[config.mk]
export PLATFORM = sky130hd
export DESIGN_NAME = runcode_parse
export DESIGN_NICKNAME = d
export VERILOG_FILES = /design/src/rtl/runcode_parse.sv
export SDC_FILE = /design/constraint.sdc
export NUM_CORES = 1
export LEC_CHECK = 0
export CORE_MARGIN = 2
export CORE_UTILIZATION = 55
export CTS_BUF_LIST = sky130_fd_sc_hd__clkbuf_4 sky130_fd_sc_hd__clkbuf_8
export CTS_CLUSTER_SIZE = 40
export DETAILED_ROUTE_END_ITERATION = 10
export GPL_TIMING_DRIVEN = 0
export PLACE_DENSITY = 0.9
export SLEW_MARGIN = 20
export SYNTH_ARGS = -nofsm -noshare
export SYNTH_HDL_FRONTEND = slang
export SYNTH_SLANG_ARGS = --single-unit
[constraint.sdc]
create_clock -name clk -period 2.5 [get_ports clk]
set_input_delay 0.5 -clock clk [delete_from_list [all_inputs] [get_ports clk]]
set_output_delay 0.5 -clock clk [all_outputs]
set_load 0.005 [all_outputs]
[src/rtl/runcode_parse.sv]
// Bit-serial run-code word parser: a prefix of '1' run segments,
// then an optional tail made of a '0' plus rem_len remainder bits.
module runcode_parse #(
  parameter int REM_MAX = 10
) (
  input  logic        clk,
  input  logic        reset,
  input  logic        start,
  input  logic [3:0]  rem_len,
  input  logic [5:0]  max_ones,
  input  logic        bit_in,
  input  logic        bit_valid,
  output logic        bit_ready,
  output logic [5:0]  codes_len1,
  output logic [10:0] codes_2,
  output logic [3:0]  codes_len2,
  output logic        en_out,
  output logic        len_err,
  output logic        busy
);

  localparam int TW = REM_MAX + 1;
  localparam logic [3:0] RMAX = 4'(REM_MAX);

  typedef enum logic [1:0] {
    S_IDLE,
    S_ONES,
    S_REM,
    S_DONE
  } state_t;

  state_t        state;
  logic [3:0]    rem_q;
  logic [5:0]    lim;
  logic          err;
  logic [5:0]    cnt;
  logic [TW-1:0] tail;
  logic [3:0]    len2;
  logic [3:0]    remaining;

  logic          xfer;
  logic [5:0]    cnt_nx;
  logic [TW-1:0] tail_nx;
  logic [3:0]    len2_nx;

  assign bit_ready = (state == S_ONES) || (state == S_REM);
  assign busy      = (state != S_IDLE);

  always_comb begin
    xfer    = bit_valid & bit_ready;
    cnt_nx  = cnt + 6'd1;
    tail_nx = {tail[TW-2:0], bit_in};
    len2_nx = len2 + 4'd1;
  end

  // Results are registered on the final transfer so that they are
  // already stable while DONE holds en_out high.
  always_ff @(posedge clk) begin
    if (!reset) begin
      state      <= S_IDLE;
      rem_q      <= '0;
      lim        <= '0;
      err        <= 1'b0;
      cnt        <= '0;
      tail       <= '0;
      len2       <= '0;
      remaining  <= '0;
      codes_len1 <= '0;
      codes_2    <= '0;
      codes_len2 <= '0;
      en_out     <= 1'b0;
      len_err    <= 1'b0;
    end else begin
      en_out <= 1'b0;
      unique case (state)
        S_IDLE: begin
          if (start) begin
            if (rem_len > RMAX) begin
              rem_q <= RMAX;
              err   <= 1'b1;
            end else begin
              rem_q <= rem_len;
              err   <= 1'b0;
            end
            lim       <= (max_ones == 6'd0) ? 6'd63 : max_ones;
            cnt       <= '0;
            tail      <= '0;
            len2      <= '0;
            remaining <= '0;
            state     <= S_ONES;
          end
        end
        S_ONES: begin
          if (xfer) begin
            if (bit_in) begin
              cnt <= cnt_nx;
              if (cnt_nx == lim) begin
                codes_len1 <= cnt_nx;
                codes_2    <= tail;
                codes_len2 <= 4'd0;
                len_err    <= err;
                en_out     <= 1'b1;
                state      <= S_DONE;
              end
            end else begin
              tail <= tail_nx;
              len2 <= 4'd1;
              if (rem_q == 4'd0) begin
                codes_len1 <= cnt;
                codes_2    <= tail_nx;
                codes_len2 <= 4'd1;
                len_err    <= err;
                en_out     <= 1'b1;
                state      <= S_DONE;
              end else begin
                remaining <= rem_q;
                state     <= S_REM;
              end
            end
          end
        end
        S_REM: begin
          if (xfer) begin
            tail      <= tail_nx;
            len2      <= len2_nx;
            remaining <= remaining - 4'd1;
            if (remaining == 4'd1) begin
              codes_len1 <= cnt;
              codes_2    <= tail_nx;
              codes_len2 <= len2_nx;
              len_err    <= err;
              en_out     <= 1'b1;
              state      <= S_DONE;
            end
          end
        end
        S_DONE: begin
          state <= S_IDLE;
        end
        default: begin
          state <= S_IDLE;
        end
      endcase
    end
  end

endmodule

Word level (Yosys, flattened, before mapping) --
Index checks and enable logic that the tools add are counted.
Cells by class: add/subtract/negate cells 3, order comparisons 1, equality and inequality tests 14, muxes and demuxes 65, bitwise operators 1, reductions and logical operators 14
Operators by type and width (count):
- $mux 11 | 10
- $mux 4 | 15
- $mux 6 | 10
- $pmux 11 s3 | 1
- $pmux 4 s3 | 2
- $pmux 6 s2 | 2
- $pmux 11 s2 | 1
- $mux 1 | 14
- $mux 2 | 6
- $ne 2x2->1 const B | 6
- $reduce_and 6->1 | 2
- $reduce_and 5->1 | 2
- $pmux 2 s4 | 1
- $pmux 4 s2 | 1
- $add 6x1->6 const B | 1
- $eq 6x6->1 | 1
- $logic_not 6->1 | 1
- $ne 3x2->1 const B | 2
- $reduce_bool 2->1 | 3
- $add 4x1->4 const B | 1
- $eq 2x2->1 const B | 2
- $eq 4x1->1 const B | 1
- $gt 4x4->1 const B | 1
- $logic_not 4->1 | 1
- 10 further kinds | 11
Storage, ports and cells: register bits after elaboration 61, bits of input ports 15, output and inout port bits 25, logic and storage cells 111

Depth between registers and ports, before layout --
Gate-level depths: netlist (run 1).
word-level depth 6, mapped depth 10, gate-level depth less buffers 7

Least setup slack after synthesis (run 1) --
Ideal clock, no wire load.
path kind register -> register, from register state[0], to register len2[2], library setup time 0.070 ns, arrival time 2.104 ns, required time 2.430 ns, slack 0.325 ns, cell stages (with the launch flop) 9, buffers on the path 1, clock period less this slack 2.175 ns, path through dfxtp_1 inv_1 ha_1 nand2_1 o21a_1 or4_1 buf_2 or4_1 a21oi_1
On the way: word-level cells in the longest chain between the ends 5, elaborated cells between the ends (all ways) 12, classes of those cells 6 x eq/ne; 1 x mux; 1 x bitwise; 4 x reduce/logical
RTL lines:
- from (decl) | line 32 | state_t state;
- from (signal assigned) | line 60 | state <= S_IDLE;
- from (signal assigned) | line 90 | state <= S_ONES;
- from (signal assigned) | line 103 | state <= S_DONE;
- $eq 2x1->1 or $eq 2x2->1 (tied branches) | line 46 | assign bit_ready = (state == S_ONES) || (state == S_REM);
- $logic_or 1x1->1 (*) | line 46
- net bit_ready | line 13 | output logic bit_ready,
- $and 1x1->1 (*) | line 50 | xfer = bit_valid & bit_ready;
- $ne 2x2->1 (no source line)
- $reduce_and 5->1 (no source line) (*)
- to (signal assigned) | line 125 | len2 <= len2_nx;
- to (decl) | line 38 | logic [3:0] len2;
Mark *: on every way through the listed nets, which the timed path passes. The rest lies on a longest branch. A chain may end at the register's enable or synchronous reset.

Worst setup path in the final report (run 1) --
from register state[1], to register len2[2]
On the way: word-level cells in the longest chain between the ends 5, elaborated cells between the ends (all ways) 12, classes of those cells 6 x eq/ne; 1 x mux; 1 x bitwise; 4 x reduce/logical
RTL lines (line):
- $eq 2x1->1 or $eq 2x2->1 (tied branches) | 46, 75
- $logic_or 1x1->1 | 46
- $and 1x1->1 | 50
- $ne 2x2->1 (no source line)
- $reduce_and 5->1 (no source line)
Parallel ways exist; a longest one is shown, timed or not.

==> impl_metrics.env, run 1 <==
export IMPL_netlist_area_leader_share=0.383
export IMPL_post_drt_wl_per_cell_um=14.8
export IMPL_grt_pass1_wl_um=13100
export IMPL_layout_commonest_cell="nand2_1"
export IMPL_vias=3055
export IMPL_n_antenna_cell=0
export IMPL_row_count=27
export IMPL_drt_iter0_markers=282
export IMPL_fin_crit_sh=0.943
export IMPL_avgViaCountPerCell=5.80
export IMPL_finClkSkew_ns=0.00797
export IMPL_power_density_mw_per_mm2=855
export IMPL_final_cell_mix="nand2_1, dfxtp_1, clkdlybuf4s50_1"
export IMPL_cp_start_kind="flop"
export IMPL_die_x_um=80.1
export IMPL_synth_area_per_cell_um2=7.92
export IMPL_seq_area_frac_synth=0.383
export IMPL_status="finished, final reports clean"
export IMPL_clockBufferDepth=2
export IMPL_initial_core_util=0.575
export IMPL_cts_resized=0
export IMPL_die_area_mm2=0.00641
export IMPL_period_needed_ns=2.36
export IMPL_rsz0062_at_grt="false"
export IMPL_relSlewSlack=0.575
export IMPL_yosys_area_top_type="dfxtp_1"
export IMPL_placed_area_mm2=0.00365
export IMPL_worst_pin_slew_ns=0.632
export IMPL_synth_cells=402
export IMPL_min_path_type="in2reg"
export IMPL_die_height_um=80.1
export IMPL_critPathBufInv=2
export IMPL_grt_max_degree=12
export IMPL_drtPass1Iterations=5
export IMPL_busiest_layer="met2"
export IMPL_grt_use_met1=0.322
export IMPL_place_hpwl_um=5590
export IMPL_cts_buffers=9
export IMPL_cts_tree="done"
export IMPL_antenna_found_initial=0
export IMPL_max_stage_delay_ns=0.48
export IMPL_ys_warn_count=0
export IMPL_path_class="reg2reg"
export IMPL_synthArstFlopShare=0
export IMPL_routed_wl_um=7810
export IMPL_ir_drop_mv=0.802
export IMPL_clk_latency_ns=0.35
export IMPL_synthFlopType="dfxtp_1"
export IMPL_drc=0
export IMPL_io_buffers=38
export IMPL_fill_cells=438
export IMPL_final_nets=473
export IMPL_setup_violations_final=0
export IMPL_fin_area_mm2=0.00388
export IMPL_cts_hold_buf=0
export IMPL_timing_final_hold_violations=0
export IMPL_p_leak_uw=0.00154
export IMPL_final_antenna_net_count=0
export IMPL_clock_sinks=61
export IMPL_slowest_stage="or4_1"
export IMPL_critPathTopFamily="simple AND/OR/NAND/NOR gates"
export IMPL_cpMostUsedCell="or4_1"
export IMPL_synth_cell_types=46
export IMPL_crit_arrival_ns=2.63
export IMPL_post_cts_buffers=0
export IMPL_synth_edff_count=0
export IMPL_required_ns=2.77
export IMPL_synth_nets=425
export IMPL_slew_viol_final=0
export IMPL_core_area_mm2=0.00554
export IMPL_place_gp_congestion=0.947
export IMPL_netlist_area_mm2=0.00318
export IMPL_fmax_mhz=424
export IMPL_crit_path_max_fanout=7
export IMPL_ys_ff_latch=61
export IMPL_io_pins=40
export IMPL_endpoint_kind="flop"
export IMPL_use_met2=0.440
export IMPL_globalRouteMet3Util=0.0685
export IMPL_cts_htree_levels=3
export IMPL_fin_setup_tns_ns=0
export IMPL_grt_pass1_vias=2952
export IMPL_grt_ovfl_total=0
export IMPL_synthTopCellsByArea="dfxtp_1, nand2_1, mux2i_1, a22oi_1, nor2_1"
export IMPL_grt_usage=0.264
export IMPL_syn2layout_area_growth_pct=21.8
export IMPL_cap_violations=0
export IMPL_path_clk_slew_ns=0.07
export IMPL_crit_chain="inv_1 -> ha_1 -> nand2_1 -> o21a_2 -> or4_1 -> buf_2 -> or4_1 -> a21oi_1"
export IMPL_cts_root_buf="clkbuf_8"
export IMPL_drive_above_1_share=0.0725
cells in the mapped netlist, drive strengths merged, types with 10 or more instances:
master  number
nand2       95
dfxtp       61
nor2        28
mux2i       24
clkbuf      20
o21ai       18
a21oi       17
a22oi       14
nand3       13
nor3        13
inv         10
cell families (layout without fill, tap and decap cells):
logic type	Yosys count	after routing	share of synthesized area
xor gates and xnor gates	16	16	0.0440
muxes	24	24	0.0754
DFF	61	61	0.383
buffers and inverters	38	91	0.0562
AOI/OAI and AO/OA	68	68	0.139
and+or+nand+nor	187	187	0.270
adders and majority gates	8	8	0.0314
registers in the layout (all words and copies together), names as in the netlist, 2 cells and up:
| signal | flops |
|---|---|
| codes_len1 | 6 |
| codes_2 | 11 |
| codes_len2 | 4 |
| len2 | 4 |
| state | 2 |
| rem_q | 4 |
| lim | 6 |
| cnt | 6 |
| tail | 11 |
| remaining | 4 |
power by group:
group	leakage (uW)	switching, uW	internal, uW	total, uW
clock network	0.000105	398	555	953
registers	0.000495	72.6	1050	1130
logic	0.000942	722	516	1240
worst register-to-register path, delay by kind of cell, from the launching register on:
family,cells,cell delay (ns)
buffers and inverters,2,0.26
AOI/OAI and AO/OA,2,0.33
DFF,1,0.37
and+or+nand+nor,3,1.01
adders and majority gates,1,0.33
stage by stage:
| step | worst slack, ns | util | hold WS (ns) | std cells | power (uW) |
|---|---|---|---|---|---|
| 2_1_floorplan | 0.325 | - | 0.435 | 402 | 2020 |
| 3_3_place_gp | -0.0348 | 0.660 | 0.445 | 512 | 2310 |
| 3_5_place_dp | -0.0710 | 0.660 | 0.454 | 512 | 2340 |
| 4_1_cts | 0.0894 | 0.698 | 0.437 | 528 | 3290 |
| 5_1_grt | 0.0209 | 0.700 | 0.436 | 527 | 3490 |
| 6_report | 0.143 | 0.700 | 0.445 | 527 | 3320 |
worst paths after layout:
check                     start       endpoint  cells after the start  slack [ns]
hold reg to reg   codes_len1[3]  codes_len1[3]                      2        0.46
setup / recovery       state[1]        len2[2]                      8        0.14
hold / removal           bit_in        tail[0]                      3        0.45
setup reg to reg       state[1]        len2[2]                      8        0.14
routing by layer:
layer | vias up | share of wire
met5 | - | 0
met4 | 0 | 0.023
met3 | 21 | 0.073
met2 | 147 | 0.47
li1 | 1475 | -
met1 | 1412 | 0.43
final cells by class:
class / count / area (um^2) / share of cell area
plain buffers: 27 / 139 / 0.0358
clock buffers: 9 / 124 / 0.0319
clock inverters: 7 / 90.1 / 0.0232
flip-flops and latches: 61 / 1220 / 0.315
well taps: 72 / 90.1 / 0.0232
repair buffers: 38 / 380 / 0.0981
inverters: 10 / 37.5 / 0.00968
multi-input cells: 303 / 1790 / 0.463
Note: power is estimated with default switching activity, not from simulation.
==> inputs of run 2 (changes only) <==
- ABC_CLOCK_PERIOD_IN_PS: not set -> 2500
==> results of run 2 <==
Final layout, timing and power as in run 1 (identical DEF).
==> inputs of run 3 (changes only) <==
- ABC_AREA: not set -> 0
- CTS_CLUSTER_SIZE: 40 -> 8
==> results of run 3 <==
Final layout, timing and power as in run 1 (identical DEF).
==> edit 1: new RTL, settings of run 1 <==
Encoding of `state_t`: now Gray code (2 bits for 4 states).
--- a/src/rtl/runcode_parse.sv
+++ b/src/rtl/runcode_parse.sv
@@ -24,8 +24,8 @@
 
   typedef enum logic [1:0] {
-    S_IDLE,
-    S_ONES,
-    S_REM,
-    S_DONE
+    S_IDLE = 2'b00,
+    S_ONES = 2'b01,
+    S_REM  = 2'b11,
+    S_DONE = 2'b10
   } state_t;
 
Check against the original RTL: same outputs for any inputs over 4 cycles, from zero or initial values and one cycle with reset low; so few cycles prove little.
==> edit 1 against run 1 <==
Clock skew rose by 0.0031 ns; wire length increased by 2.3%; worst setup slack worse by 0.022 ns; area after synthesis fell by 3.6%; critical path type unchanged; global-route usage grew 1.2 points; sequential cell count is the same; final area shrank 4.0%; utilization is 1.6 points lower; sequential share of layout area rose by 1.3 points; critical endpoint is now codes_2[0].
Power is not compared: it rests on default switching activity, and its combinational part moved more than twofold at a synthesized area within 25%.
==> edit 1: results (changes against run 1) <==
metric,value,unit,change
run status,finished clean,,
"Seq/Total Area, Yosys",39.79,%,+1.4 points
Post-DP Area,3540,sq um,-3.1%
post-synthesis compound-gate area fraction,24.70,%,+11 points
Adder-Cell Fraction of Synth Area,1.631,%,-1.5 points
share of layout cells above drive strength 1,9.113,%,+1.9 points
Hold WS,0.4677,ns,+0.02258 ns
Layout Cells excl Fill,478,,-9.3%
hold_sp,codes_2[0],,
skew final,0.01110,ns,+0.003132 ns
pin count of the biggest net entering global routing,11,,-1
reg-to-reg endpoint,codes_2[0],,
first-pass GRT wire length,13490,microns,+2.8%
r2r setup slk,0.12,ns,-0.02 ns
sequential share of cell area,32.81,%,+1.3 points
Area contributors post-synth,"dfxtp_1 (40%), a311oi_1 (4.6%), mux2i_1 (4.2%)",,
GP Congestion,0.8934,,-5.6%
Worst Hold End,codes_2[0],,
distinct cell type count after synthesis,55,,+20%
Crit path max-delay family,compound AO/OA/AOI/OAI gates,,
R2R cell count,7,,-1
Post-DP HPWL,5583,microns,about the same
sequential cell area,1221,sq um,-0.20%
Final clock-cell share,4.605,%,-0.91 points
Cells after DPL,465,,-9.2%
post-synthesis mux area share,4.974,%,-2.6 points
syn_nets,374,,-12%
DR WL/cell,16.72,microns,+13%
area of the multi-input gates,1682,sq um,-6.3%
number of global-route vias before repair,2855,,-3.3%
largest family of logic cells by synthesized area,compound AO/OA/AOI/OAI gates,,
via count,3011,,-1.4%
Hold Path Cell Cnt,2,,-1
==> edit 1: cell types whose count changed after synthesis, sizes merged, moves of 6 or more <==
cell,delta
a311oi,+16
buf,+7
a211oi,+13
a21oi,+6
o21ai,-7
mux2i,-11
nand2,-63
==> edit 1: worst max-delay path by stage <==
stage,end,depth (start not counted),startpoint,slack (ns)
finish,codes_2[0],7,cnt[1],0.12
global route,codes_len1[2],8,remaining[1],0.02
CTS,state[0],7,cnt[1],0.02
detailed placement,remaining[1],8,start,-0.07
global placement,remaining[1],8,start,-0.04
floorplan,state[0],7,cnt[1],0.50
==> edit 1: power breakdown <==
part	switching (mW)	internal (mW)	leakage [nW]	total, mW
Combinational	0.208	0.162	0.744	0.370
Clock	0.369	0.451	0.0913	0.820
Sequential	0.0298	1.01	0.495	1.04
Total	0.606	1.62	1.33	2.23
==> edit 1: per-layer routing <==
metal	up-vias	wire, microns	global-route usage [%]
li1	1411	-	-
met1	1407	3381	36.65
met2	167	3791	42.82
met3	26	601	5.227
met4	0	218	14.21
met5	-	0	0
==> edit 2: new RTL, flow settings as in run 1 <==
Made on the original files. Make the reset (`reset`) asynchronous in one clocked block.
--- a/src/rtl/runcode_parse.sv
+++ b/src/rtl/runcode_parse.sv
@@ -56,5 +56,5 @@
   // Results are registered on the final transfer so that they are
   // already stable while DONE holds en_out high.
-  always_ff @(posedge clk) begin
+  always_ff @(posedge clk or negedge reset) begin
     if (!reset) begin
       state      <= S_IDLE;
Function: differs if reset is asserted again (counterexample within 4 cycles, from zero or initial values and one cycle with reset low); with reset held inactive, the same outputs for 4 cycles.
==> edit 2 against run 1 <==
Final area up 3.9%; area after synthesis up 3.4%; sequential cell count unchanged; worst setup slack worse by 0.096 ns; critical endpoint is now codes_len1[5]; utilization down 1.1 points; final cell count down 9.7%; power up 26%; largest power group unchanged; via count down 14%; wire length down 8.5%.
==> edit 2: results (changes against run 1) <==
metric,value,unit,change
clock buffer depth,2,,unchanged
skew final,0.006265,ns,-0.001700 ns
IO buf count,38,,unchanged
PostCTS Resize Cnt,2,,+2
pin count of the biggest net entering global routing,41,,+29
final antenna diode count,0,,unchanged
# H-tree levels,3,,unchanged
Worst EP arrival,2.68,ns,+0.05 ns
"FFs w/ async S/R, synth",100.0,%,+100 points
clock root cell,clkbuf_8,,
"Slowest-stage cell, CP",dfrtp_1,,
average size of a mapped cell,9.545,sq um,+21%
hold crit path type,in -> async,,
TritonRoute pass-1 iters,4,,-1
Post-DP HPWL,4976,microns,-11%
Area Growth Syn to Fin,22.34,%,
Layout Nets,419,,-11%
final wirelength,7150,microns,-8.5%
Cells after DPL,459,,-10%
GRT Util Overall,23.03,%,-3.3 points
worst stage delay on the critical path,0.40,ns,-0.08 ns
worst vdd ir,0.6260,mV,-22%
P_int,2.562,mW,+21%
"Seq/Total Area, Yosys",46.35,%,+8.0 points
number of vias per cell,5.544,,-4.4%
Fillers,418,,-4.6%
dpl ws,-0.05535,ns,+0.01562 ns
run status,finished clean,,
first-pass GRT wire length,11540,microns,-12%
"CTS clk-pin slew, worst paths",0.07,ns,about the same
DR WL/cell,15.02,microns,+1.3%
Post-DP Area,3785,sq um,+3.6%
crit path max fanout,10,,+3
Crit path max-delay family,buffers and inverters,,
syn_nets,368,,-13%
CTS Hold Buffers Added,0,,unchanged
Worst slew margin,55.17,%,-2.3 points
number of global-route vias before repair,2489,,-16%
CTS Buf Count,9,,unchanged
Leak Pwr,1.861,nW,+21%
Yosys warning count,0,,unchanged
postcts setup bufs,0,,unchanged
top flop regs,"codes_2 x11, tail x11",,
most numerous cell in the Yosys netlist,nand2_1,,
main flop type after synthesis,dfrtp_1,,
worst-skew pair later-pin latency,0.35,ns,about the same
iteration-0 DRC count of the detailed router,156,,-45%
Area contributors post-synth,"dfrtp_1 (46%), nand2_1 (9.5%), mux2_4 (8.2%)",,
share of layout cells above drive strength 1,13.97,%,+6.7 points
Commonest cells post-synth,"nand2_1 (83), dfrtp_1 (61), o21ai_0 (34), mux2_4 (18), nor2_1 (16)",,
distinct cell type count after synthesis,48,,+4.3%
antenna violations before repair,0,,unchanged
GP Congestion,0.8536,,-9.8%
[edit 2: path summary, 6_finish.rpt]
path | end | depth (start not counted) | slack (ns) | from
setup reg to reg | codes_len1[5] | 8 | 0.05 | cnt[0]
setup / recovery | codes_len1[5] | 8 | 0.05 | cnt[0]
min in group clk | err | 2 | 0.50 | err
hold / removal | codes_2[9] | 1 | 0.03 | reset
hold reg to reg | err | 2 | 0.50 | err
max in group asynchronous | len_err | 2 | 1.96 | reset
[edit 2: cell type report]
cell class / instances / share of cell area (%)
Multi-Input combinational cell: 253 / 40.78
Clock buffer: 11 / 3.447
Clock inverter: 5 / 1.863
Buffer: 19 / 2.516
Sequential cell: 61 / 37.89
Tap cell: 75 / 2.329
Inverter: 12 / 1.118
Timing Repair Buffer: 40 / 10.06
[edit 2: power by group through the flow]
| stage | Combinational, mW | Sequential, mW | Clock (mW) |
|---|---|---|---|
| after floorplan | 1.24 | 1.34 | 0 |
| after global placement | 1.72 | 1.36 | 0 |
| after detailed placement | 1.79 | 1.38 | 0 |
| after CTS | 1.83 | 1.37 | 0.961 |
| after global routing | 2.06 | 1.39 | 1.01 |
| final | 1.86 | 1.37 | 0.958 |
[edit 2: logic make-up after synthesis]
logic type / count (synthesis) / synth area share, %
buffers and inverters: 31 / 4.331
AOI/OAI and AO/OA: 69 / 13.07
adders and majority gates: 8 / 3.040
muxes: 23 / 9.840
xor gates and xnor gates: 16 / 4.255
DFF: 61 / 46.35
and+or+nand+nor: 137 / 19.11
[edit 2: routing by layer]
metal | vias to the layer above | global-route usage, % | wire length [microns]
li1 | 1274 | - | -
met1 | 1281 | 28.54 | 3010
met5 | - | 0 | 0
met3 | 6 | 5.556 | 400
met2 | 78 | 39.59 | 3657
met4 | 0 | 7.119 | 81
